===== config.mk =====
export PLATFORM = sky130hd
export DESIGN_NAME = mem_channel_arb_flat
export DESIGN_NICKNAME = d
export VERILOG_FILES = /design/src/rtl/mem_channel_arb_pkg.sv /design/src/rtl/mem_channel_arb_if.sv /design/src/rtl/mem_arb_prio.sv /design/src/rtl/mem_channel_arb.sv /design/src/flat_wrapper.sv
export SDC_FILE = /design/constraint.sdc
export NUM_CORES = 1
export LEC_CHECK = 0
export BUFFER_PORTS_ARGS = -buffer_cell sky130_fd_sc_hd__buf_2
export CAP_MARGIN = 0
export CORE_AREA = 2 2 545 547
export CTS_CLUSTER_DIAMETER = 30
export DETAILED_ROUTE_END_ITERATION = 16
export DIE_AREA = 0 0 547 549
export HOLD_SLACK_MARGIN = 0.03
export PLACE_DENSITY = 0.3
export SYNTH_ARGS = -nofsm -noshare
export SYNTH_HDL_FRONTEND = slang
export SYNTH_SLANG_ARGS = --single-unit

===== constraint.sdc =====
create_clock -name clock -period 5.9 [get_ports clock]
set_input_delay 1.475 -clock clock [delete_from_list [all_inputs] [get_ports clock]]
set_output_delay 1.475 -clock clock [all_outputs]
set_load 0.1 [all_outputs]

===== src/rtl/mem_channel_arb_pkg.sv =====
// Shared types and constants for the DDR channel arbiter between instruction
// fetch and the load/store unit.
package mem_channel_arb_pkg;

  localparam int INDEX_W         = 19;
  localparam int DATA_W          = 64;
  localparam int LINE_W          = 512;
  localparam int FETCH_BURST_LEN = 8;
  localparam int MAX_LS_STREAK   = 4;
  localparam int STREAK_W        = $clog2(MAX_LS_STREAK + 1);

  localparam logic [STREAK_W-1:0] STREAK_MAX = STREAK_W'(MAX_LS_STREAK);

  typedef enum logic [2:0] {
    IDLE,
    IF_CMD,
    IF_WAIT,
    LS_CMD,
    LS_WAIT
  } arb_state_t;

  typedef struct packed {
    logic [INDEX_W-1:0] index;
    logic               write;
    logic [DATA_W-1:0]  data;
    logic [DATA_W-1:0]  mask;
    logic               burst;
  } chan_req_t;

endpackage


===== src/rtl/mem_channel_arb_if.sv =====
// Request, response and DDR command signals of the channel arbiter.
interface mem_channel_arb_if;
  import mem_channel_arb_pkg::*;

  // A request transfers in a cycle where valid and ready are both 1. Ready is
  // raised only in a cycle the arbiter takes that request; an untransferred
  // request may be changed or withdrawn. DDR commands transfer on
  // ddr_chip_enable & ddr_ready.
  logic               if_req_valid;
  logic [INDEX_W-1:0] if_req_index;
  logic               if_req_ready;
  logic               if_cancel;
  logic               if_operation_done;
  logic [LINE_W-1:0]  if_rdata;

  logic               ls_req_valid;
  logic [INDEX_W-1:0] ls_req_index;
  logic               ls_req_write;
  logic [DATA_W-1:0]  ls_wdata;
  logic [DATA_W-1:0]  ls_wmask;
  logic               ls_req_ready;
  logic               ls_operation_done;
  logic [DATA_W-1:0]  ls_rdata;

  logic               ddr_chip_enable;
  logic [INDEX_W-1:0] ddr_index;
  logic               ddr_write_enable;
  logic               ddr_burst_mode;
  logic [DATA_W-1:0]  ddr_write_data;
  logic [DATA_W-1:0]  ddr_write_mask;
  logic               ddr_ready;
  logic               ddr_operation_done;
  logic [LINE_W-1:0]  ddr_read_data;

  modport slave (
    input  if_req_valid, if_req_index, if_cancel,
    input  ls_req_valid, ls_req_index, ls_req_write, ls_wdata, ls_wmask,
    input  ddr_ready, ddr_operation_done, ddr_read_data,
    output if_req_ready, if_operation_done, if_rdata,
    output ls_req_ready, ls_operation_done, ls_rdata,
    output ddr_chip_enable, ddr_index, ddr_write_enable, ddr_burst_mode,
    output ddr_write_data, ddr_write_mask
  );

  modport master (
    output if_req_valid, if_req_index, if_cancel,
    output ls_req_valid, ls_req_index, ls_req_write, ls_wdata, ls_wmask,
    output ddr_ready, ddr_operation_done, ddr_read_data,
    input  if_req_ready, if_operation_done, if_rdata,
    input  ls_req_ready, ls_operation_done, ls_rdata,
    input  ddr_chip_enable, ddr_index, ddr_write_enable, ddr_burst_mode,
    input  ddr_write_data, ddr_write_mask
  );

endinterface


===== src/rtl/mem_arb_prio.sv =====
// Grant selection between fetch and load/store, with a streak counter that
// bounds how long load/store traffic can starve a waiting fetch.
module mem_arb_prio
  import mem_channel_arb_pkg::*;
(
  input  logic clock,
  input  logic reset_n,
  input  logic arb_en,
  input  logic if_req_valid,
  input  logic if_cancel,
  input  logic ls_req_valid,
  output logic if_grant,
  output logic ls_grant
);

  logic [STREAK_W-1:0] streak;
  logic                fetch_eligible;
  logic                ls_wins;

  assign fetch_eligible = if_req_valid & ~if_cancel;
  assign ls_wins        = ls_req_valid & (~fetch_eligible | (streak < STREAK_MAX));
  assign ls_grant       = arb_en & ls_wins;
  assign if_grant       = arb_en & fetch_eligible & ~ls_wins;

  // Only LS grants that overtake a waiting fetch extend the streak.
  always_ff @(posedge clock or negedge reset_n) begin
    if (!reset_n) begin
      streak <= '0;
    end else if (if_grant) begin
      streak <= '0;
    end else if (ls_grant) begin
      if (if_req_valid) begin
        if (streak < STREAK_MAX) streak <= streak + STREAK_W'(1);
      end else begin
        streak <= '0;
      end
    end
  end

endmodule


===== src/rtl/mem_channel_arb.sv =====
// Owns the single DDR port: takes one fetch or load/store request at a time,
// issues its command and returns the data with a one-cycle done pulse.
module mem_channel_arb
  import mem_channel_arb_pkg::*;
(
  input  logic              clock,
  input  logic              reset_n,
  mem_channel_arb_if.slave  bus,
  output arb_state_t        state_dbg
);

  arb_state_t        state_q, state_d;
  chan_req_t         req_q;
  logic              cancel_q, cancel_d;
  logic              if_grant, ls_grant;
  logic              cmd_active;
  logic              if_done_q, ls_done_q;
  logic [LINE_W-1:0] if_rdata_q;
  logic [DATA_W-1:0] ls_rdata_q;

  mem_arb_prio u_prio (
    .clock        (clock),
    .reset_n      (reset_n),
    .arb_en       (state_q == IDLE),
    .if_req_valid (bus.if_req_valid),
    .if_cancel    (bus.if_cancel),
    .ls_req_valid (bus.ls_req_valid),
    .if_grant     (if_grant),
    .ls_grant     (ls_grant)
  );

  always_comb begin
    state_d  = state_q;
    cancel_d = cancel_q;
    case (state_q)
      IDLE: begin
        cancel_d = 1'b0;
        if (if_grant)      state_d = IF_CMD;
        else if (ls_grant) state_d = LS_CMD;
      end
      IF_CMD: begin
        // A cancel that lands on the handshake cannot recall the command.
        if (bus.ddr_ready) begin
          state_d  = IF_WAIT;
          cancel_d = bus.if_cancel;
        end else if (bus.if_cancel) begin
          state_d = IDLE;
        end
      end
      IF_WAIT: begin
        if (bus.ddr_operation_done) begin
          state_d  = IDLE;
          cancel_d = 1'b0;
        end else if (bus.if_cancel) begin
          cancel_d = 1'b1;
        end
      end
      LS_CMD:  if (bus.ddr_ready) state_d = LS_WAIT;
      LS_WAIT: if (bus.ddr_operation_done) state_d = IDLE;
      default: state_d = IDLE;
    endcase
  end

  always_ff @(posedge clock or negedge reset_n) begin
    if (!reset_n) begin
      state_q  <= IDLE;
      cancel_q <= 1'b0;
    end else begin
      state_q  <= state_d;
      cancel_q <= cancel_d;
    end
  end

  always_ff @(posedge clock or negedge reset_n) begin
    if (!reset_n) begin
      req_q      <= '0;
      if_done_q  <= 1'b0;
      ls_done_q  <= 1'b0;
      if_rdata_q <= '0;
      ls_rdata_q <= '0;
    end else begin
      if (if_grant) begin
        req_q <= '{index: bus.if_req_index, write: 1'b0, data: '0, mask: '0, burst: 1'b1};
      end else if (ls_grant) begin
        req_q <= '{index: bus.ls_req_index, write: bus.ls_req_write,
                   data: bus.ls_wdata, mask: bus.ls_wmask, burst: 1'b0};
      end
      if_done_q <= (state_q == IF_WAIT) & bus.ddr_operation_done & ~(cancel_q | bus.if_cancel);
      ls_done_q <= (state_q == LS_WAIT) & bus.ddr_operation_done;
      if ((state_q == IF_WAIT) && bus.ddr_operation_done && !(cancel_q || bus.if_cancel))
        if_rdata_q <= bus.ddr_read_data;
      if ((state_q == LS_WAIT) && bus.ddr_operation_done && !req_q.write)
        ls_rdata_q <= bus.ddr_read_data[DATA_W-1:0];
    end
  end

  assign cmd_active = (state_q == IF_CMD) || (state_q == LS_CMD);

  assign bus.if_req_ready      = if_grant;
  assign bus.ls_req_ready      = ls_grant;
  assign bus.ddr_chip_enable   = cmd_active;
  assign bus.ddr_index         = cmd_active ? req_q.index : '0;
  assign bus.ddr_write_enable  = (state_q == LS_CMD) & req_q.write;
  assign bus.ddr_burst_mode    = cmd_active & req_q.burst;
  assign bus.ddr_write_data    = (state_q == LS_CMD) ? req_q.data : '0;
  assign bus.ddr_write_mask    = (state_q == LS_CMD) ? req_q.mask : '0;
  assign bus.if_operation_done = if_done_q;
  assign bus.ls_operation_done = ls_done_q;
  assign bus.if_rdata          = if_rdata_q;
  assign bus.ls_rdata          = ls_rdata_q;
  assign state_dbg             = state_q;

endmodule


===== src/flat_wrapper.sv =====
// flat-port wrapper written by rule: the top's interface ports become plain ports
module mem_channel_arb_flat import mem_channel_arb_pkg::*;
  (clock, reset_n, state_dbg, bus_if_req_valid, bus_if_req_index, bus_if_cancel, bus_ls_req_valid, bus_ls_req_index, bus_ls_req_write, bus_ls_wdata, bus_ls_wmask, bus_ddr_ready, bus_ddr_operation_done, bus_ddr_read_data, bus_if_req_ready, bus_if_operation_done, bus_if_rdata, bus_ls_req_ready, bus_ls_operation_done, bus_ls_rdata, bus_ddr_chip_enable, bus_ddr_index, bus_ddr_write_enable, bus_ddr_burst_mode, bus_ddr_write_data, bus_ddr_write_mask);
  mem_channel_arb_if bus_i ();
  input  logic clock;
  input  logic reset_n;
  output arb_state_t state_dbg;
  input wire logic [$bits(bus_i.if_req_valid)-1:0] bus_if_req_valid;
  input wire logic [$bits(bus_i.if_req_index)-1:0] bus_if_req_index;
  input wire logic [$bits(bus_i.if_cancel)-1:0] bus_if_cancel;
  input wire logic [$bits(bus_i.ls_req_valid)-1:0] bus_ls_req_valid;
  input wire logic [$bits(bus_i.ls_req_index)-1:0] bus_ls_req_index;
  input wire logic [$bits(bus_i.ls_req_write)-1:0] bus_ls_req_write;
  input wire logic [$bits(bus_i.ls_wdata)-1:0] bus_ls_wdata;
  input wire logic [$bits(bus_i.ls_wmask)-1:0] bus_ls_wmask;
  input wire logic [$bits(bus_i.ddr_ready)-1:0] bus_ddr_ready;
  input wire logic [$bits(bus_i.ddr_operation_done)-1:0] bus_ddr_operation_done;
  input wire logic [$bits(bus_i.ddr_read_data)-1:0] bus_ddr_read_data;
  output wire logic [$bits(bus_i.if_req_ready)-1:0] bus_if_req_ready;
  output wire logic [$bits(bus_i.if_operation_done)-1:0] bus_if_operation_done;
  output wire logic [$bits(bus_i.if_rdata)-1:0] bus_if_rdata;
  output wire logic [$bits(bus_i.ls_req_ready)-1:0] bus_ls_req_ready;
  output wire logic [$bits(bus_i.ls_operation_done)-1:0] bus_ls_operation_done;
  output wire logic [$bits(bus_i.ls_rdata)-1:0] bus_ls_rdata;
  output wire logic [$bits(bus_i.ddr_chip_enable)-1:0] bus_ddr_chip_enable;
  output wire logic [$bits(bus_i.ddr_index)-1:0] bus_ddr_index;
  output wire logic [$bits(bus_i.ddr_write_enable)-1:0] bus_ddr_write_enable;
  output wire logic [$bits(bus_i.ddr_burst_mode)-1:0] bus_ddr_burst_mode;
  output wire logic [$bits(bus_i.ddr_write_data)-1:0] bus_ddr_write_data;
  output wire logic [$bits(bus_i.ddr_write_mask)-1:0] bus_ddr_write_mask;
  assign bus_i.if_req_valid = bus_if_req_valid;
  assign bus_i.if_req_index = bus_if_req_index;
  assign bus_i.if_cancel = bus_if_cancel;
  assign bus_i.ls_req_valid = bus_ls_req_valid;
  assign bus_i.ls_req_index = bus_ls_req_index;
  assign bus_i.ls_req_write = bus_ls_req_write;
  assign bus_i.ls_wdata = bus_ls_wdata;
  assign bus_i.ls_wmask = bus_ls_wmask;
  assign bus_i.ddr_ready = bus_ddr_ready;
  assign bus_i.ddr_operation_done = bus_ddr_operation_done;
  assign bus_i.ddr_read_data = bus_ddr_read_data;
  assign bus_if_req_ready = bus_i.if_req_ready;
  assign bus_if_operation_done = bus_i.if_operation_done;
  assign bus_if_rdata = bus_i.if_rdata;
  assign bus_ls_req_ready = bus_i.ls_req_ready;
  assign bus_ls_operation_done = bus_i.ls_operation_done;
  assign bus_ls_rdata = bus_i.ls_rdata;
  assign bus_ddr_chip_enable = bus_i.ddr_chip_enable;
  assign bus_ddr_index = bus_i.ddr_index;
  assign bus_ddr_write_enable = bus_i.ddr_write_enable;
  assign bus_ddr_burst_mode = bus_i.ddr_burst_mode;
  assign bus_ddr_write_data = bus_i.ddr_write_data;
  assign bus_ddr_write_mask = bus_i.ddr_write_mask;
  mem_channel_arb u_core (.clock(clock), .reset_n(reset_n), .bus(bus_i), .state_dbg(state_dbg));
endmodule

; ---- Word-level counts from Yosys, hierarchy flattened
; Cells that the tools add are included.
; W data, S select, Z words.
[classes]
reduce_logical = 15
n_eq_ne = 11
mux = 20
bitwise_logic = 16
n_lt_le_gt_ge = 1
add_sub_neg = 1
[op_table]
columns = operator, n
row1 = $mux W149, 2
row2 = $mux W64, 2
row3 = $mux W3, 10
row4 = $mux W19, 1
row5 = $pmux W3 S4, 1
row6 = $and A1 B1 Y1, 10
row7 = $ne A3 B3 Y1 const B, 3
row8 = $eq A3 B2 Y1 const B, 2
row9 = $logic_and A1 B1 Y1, 4
row10 = $ne A2 B2 Y1 const B, 2
row11 = $not A1 Y1, 4
row12 = $reduce_and A4 Y1, 1
row13 = $add A3 B1 Y3 const B, 1
row14 = $eq A3 B1 Y1 const B, 1
row15 = $eq A3 B3 Y1 const B, 1
row16 = $logic_not A3 Y1, 1
row17 = $lt A3 B3 Y1 const B, 1
row18 = $mux W1, 3
row19 = $ne A3 B1 Y1 const B, 1
row20 = $pmux W1 S3, 1
row21 = $reduce_and A3 Y1, 1
row22 = $reduce_bool A3 Y1, 1
row23 = $logic_not A1 Y1, 2
row24 = $logic_or A1 B1 Y1, 2
row25 = 5 further kinds, 6
[totals]
word_cells = 76
out_inout_bits = 733
ff_bits = 734

; ---- Logic depth before layout (Yosys ltp)
[logic_depth]
word_depth = 9
mapped_depth = 10

; ---- Cells and area by module
; From an unflattened synthesis, not the netlist that was laid out.
[hier_totals]
cells_unflattened = 1939
area_unflattened_um2 = 31011.0
[modules_own_cells]
columns = mod, cells_per_inst, seq_area_each_um2, instances, area_each_um2
row1 = mem_channel_arb, 1919, 18292.5, 1, 30813.3
row2 = mem_arb_prio, 20, 75.1, 1, 197.7

; ---- Worst setup path before layout
; Ideal clock, no wire load.
[synth_timing]
path_kind = input-to-output
startpoint = input port bus_if_req_valid
endpoint = output port bus_if_req_ready
slack_ns = 1.078
t_arrival_ns = 3.347
n_path_buf = 3
t_required_ns = 4.425
stages = 5
path_cell_list = nor2b_1 > o211a_1 > buf_2 > buf_2 > buf_1
[synth_via]
elab_chain_cells = 6
[synth_rtl]
columns = element, line_no
row1 = from (decl), flat_wrapper.sv:8  ; input wire logic [$bits(bus_i.if_req_valid)-1:0] bus_if_req_valid;
row2 = $and A1 B1 Y1 (*), mem_arb_prio.sv:20  ; assign fetch_eligible = if_req_valid & ~if_cancel;
row3 = $not A1 Y1, mem_arb_prio.sv:21  ; assign ls_wins = ls_req_valid & (~fetch_eligible | (streak < STREAK_MAX));
row4 = $or A1 B1 Y1, mem_arb_prio.sv:21
row5 = $and A1 B1 Y1, mem_arb_prio.sv:21
row6 = $not A1 Y1, mem_arb_prio.sv:23  ; assign if_grant = arb_en & fetch_eligible & ~ls_wins;
row7 = $and A1 B1 Y1 (*), mem_arb_prio.sv:23
row8 = to (decl), flat_wrapper.sv:19  ; output wire logic [$bits(bus_i.if_req_ready)-1:0] bus_if_req_ready;
; Every way passes the cells marked *; elsewhere a longest branch is shown, timed or not.

; ---- Worst setup path in the final report
[layout_timing]
startpoint = register u_core.state_q[0], in the netlist u_core.state_dbg[0]
endpoint = output port bus_ddr_index[7]
[layout_via]
elab_chain_cells = 3
[layout_rtl]
columns = element, line_no
row1 = from (decl), mem_channel_arb.sv:12  ; arb_state_t state_q, state_d;
row2 = from (signal assigned), mem_channel_arb.sv:69  ; state_q <= state_d;
row3 = $eq A3 B1 Y1 / $eq A3 B2 Y1 (equally long branches), mem_channel_arb.sv:97  ; assign cmd_active = (state_q == IF_CMD) || (state_q == LS_CMD);
row4 = $logic_or A1 B1 Y1 (*), mem_channel_arb.sv:97
row5 = $mux W19 (*), mem_channel_arb.sv:102  ; assign bus.ddr_index = cmd_active ? req_q.index : '0;
row6 = to (decl), flat_wrapper.sv:26  ; output wire logic [$bits(bus_i.ddr_index)-1:0] bus_ddr_index;
; Marks and branches as above.

==> run summary <==
Status: completed
Min Tclk post-route: 5.027 ns
Final Slew Violations: 0
Final net count: 5165
Top-count cell post-synth: nand2_1
Post-synth top area cell: dfrtp_1
Largest family of logic cells by synthesized area: simple AND/OR/NAND/NOR gates
Worst path required time: 4.43 ns
Crit path max fanout: 109
R2R depth: 5
Cts hold-fix bufs: 0
Synth top area cells: dfrtp_1 65%, nand2_1 21%, a22o_1 3.5%
Syn Area/Cell: 9.708 sq um
Fmax: 198.9 MHz
CTS buffer count: 270
Synthesized flop and latch total: 734
Post-route ant nets: 0
Hold Crit Class: reg -> reg
Crit share post-route: 85.20%
Asr flop ratio synth: 100.0%
Post-DP HPWL: 160500 um
Worst r2r src: u_core.state_dbg[0]$_DFFE_PN0P_
DR pass1 iterations: 7
Rel. slew slack: 9.817%
CP Data Arrival Time: 3.55 ns
Die width: 547 um
DR WL/cell: 23.28 um
Setup TNS Final: 0 ns
Clock transition at the registers of the reported paths: 0.04 ns
Longest Clk Path Bufs: 4
Via count: 27920
Final Setup Violations: 0
Synth Area in Adders: 0.04405%
CP max stage delay: 1.02 ns
Post-synthesis mux area share: 2.612%
CTS root buffer: clkbuf_16
Die Ht: 549 um
TritonCTS clock tree: yes
Drt via density: 3.232
Clk_skew: 0.04239 ns
Area growth syn-to-layout: 73.96%
Compound-Gate Fraction of Synth Area: 4.973%
Core area: 0.2950 sq mm
Vias in the first global route: 29310
Row cnt: 200
Synth Area in Simple Gates: 24.51%
Worst setup endpoint: bus_ddr_index[7]
Post-synth top cells: 1571 x nand2_1, 734 x dfrtp_1, 129 x and3_1, 114 x a22o_1, 105 x clkbuf_1
Synth unique cells: 34
Kind of critical path: reg -> out
Grt total ovfl: 0
Synth warn: 0
Net Count, Synth: 3613
Largest net degree at the start of global routing: 152
IO Count: 1419
Post-Synth XOR/XNOR Area: 0%
Crit path cell chain: nor2b_2 > and2_1 > buf_2
Die ar.: 0.3003 sq mm
Sequential share of the synthesized area: 64.66%
Post-synth top area share: 64.66%
Reg2reg setup slack: 2.35 ns
Initial antenna violation count: 109
Worst Max-Slew Pin Slew: 1.353 ns
Clk_lat worst skew: 0.84 ns
Worst path slowest cell: dfrtp_4
Final hold violations: 0
Residual DRC: 0
Synth Instances: 2926
Post_cts resized: 0
GRT Util Overall: 12.92%
RSZ-0062 raised after global routing: false
Postcts setup bufs: 0
Routability cong.: 0.8882
Synth Cell Area: 0.02840 sq mm
Port bufs: 1418
Max-cap violations: 0
Main synth FF type: dfrtp_1
Starting density of the core: 9.628%
CP endpoint kind: output port
Initial drt markers: 1708
CTS sink cnt: 734
Capturing point of the worst reg2reg path: u_core.req_q[56]$_DFFE_PN0P_
H-tree levels: 5
Final WL: 201100 um
Launch point of the worst path: u_core.state_dbg[0]$_DFFE_PN0P_
Share of layout cells above drive strength 1: 41.59%
EDFF count, synth: 0
First-pass GRT wire length: 266400 um
Startpoint types: register
==> flip-flops by register name, indices dropped and copies added (netlist names) <==
name and flops:
u_core.bus.if_rdata 512, u_core.bus.ls_rdata 64, u_core.cancel_q 1, u_core.bus.ls_operation_done 1, u_core.bus.if_operation_done 1, u_core.u_prio.streak 3
u_core.state_dbg 3, u_core.req_q 149
==> worst max-delay path, delay by kind of cell (launching register included) <==
family                 cells  cell delay, ns
buffers and inverters      1            0.43
DFF                        1            1.02
and+or+nand+nor            2            1.25
==> metal layers <==
| metal | track usage [%] | routed length [um] | up-vias |
|---|---|---|---|
| met2 | 20.60 | 91520 | 1498 |
| met4 | 3.406 | 5267 | 74 |
| li1 | - | - | 12560 |
| met1 | 13.92 | 74260 | 13380 |
| met5 | 0 | 500 | - |
| met3 | 8.635 | 29530 | 400 |
==> logic make-up (layout without fill, tap and decap cells) <==
| family | Yosys count | after routing |
|---|---|---|
| multiplexers | 66 | 66 |
| AO/OA/AOI/OAI | 170 | 170 |
| other | 0 | 18 |
| adder cells (fa/ha/maj) | 1 | 1 |
| buffers and inverters | 213 | 1968 |
| flip-flops | 734 | 734 |
| AND/OR/NAND/NOR | 1742 | 1742 |
==> final cells by class <==
type / instances / area [sq um]
Antenna cell: 18 / 45.04
Clock inverter: 71 / 1081
Clock buffer: 404 / 8024
Timing Repair Buffer: 1470 / 7697
Inverter: 23 / 93.84
Sequential cell: 734 / 18370
Multi-Input combinational cell: 1979 / 9173
Tap cell: 3939 / 4928
Fill cell: 33390 / 245600
==> worst min-delay path by stage <==
stage	cells after the start	endpoint	start
finish	2	u_core.bus.if_rdata[217]$_DFFE_PN0P_	u_core.bus.if_rdata[217]$_DFFE_PN0P_
global route	2	u_core.bus.if_rdata[325]$_DFFE_PN0P_	u_core.bus.if_rdata[325]$_DFFE_PN0P_
CTS	2	u_core.bus.if_rdata[164]$_DFFE_PN0P_	u_core.bus.if_rdata[164]$_DFFE_PN0P_
detailed placement	2	u_core.bus.if_rdata[91]$_DFFE_PN0P_	u_core.bus.if_rdata[91]$_DFFE_PN0P_
global placement	2	u_core.bus.if_rdata[483]$_DFFE_PN0P_	u_core.bus.if_rdata[483]$_DFFE_PN0P_
floorplan	2	u_core.req_q[130]$_DFFE_PN0P_	u_core.req_q[130]$_DFFE_PN0P_
==> per-stage QoR <==
step	std cells	util, %	setup slack, ns	cell area (sq um)	hold WS (ns)
after global routing	8632	16.74	0.6336	49400	0.4814
final	8638	16.75	0.8731	49410	0.4609
after global placement	8145	13.65	1.706	40260	0.4521
after detailed placement	8145	13.65	1.670	40260	0.4567
after floorplan	2926	-	1.078	28400	0.4475
after CTS	8620	16.73	0.7677	49370	0.4667
==> cells in the final DEF, fill, tap and decap left out, drive strengths merged <==
cell      instances
and3            129
nand2b            3
a2bb2oi           1
a21oi            25
nand2          1571
nor4b             2
inv              36
clkinvlp          2
nor2              4
a31o              1
nand3             2
and2             21
bufinv           15
diode            18
ha                1
dfrtp           734
nor3              2
a22oi             2
a222oi           19
or3               1
buf            1470
clkbuf          404
mux2i             1
mux2             65
a22o            114
clkinv           41
nor2b             6
a211oi            2
o211a             1
o21ai             5
nor4              1
Power is left out: the tool's default activity adds up to more than one toggle a clock period on the data nets, which glitch-free logic cannot reach.
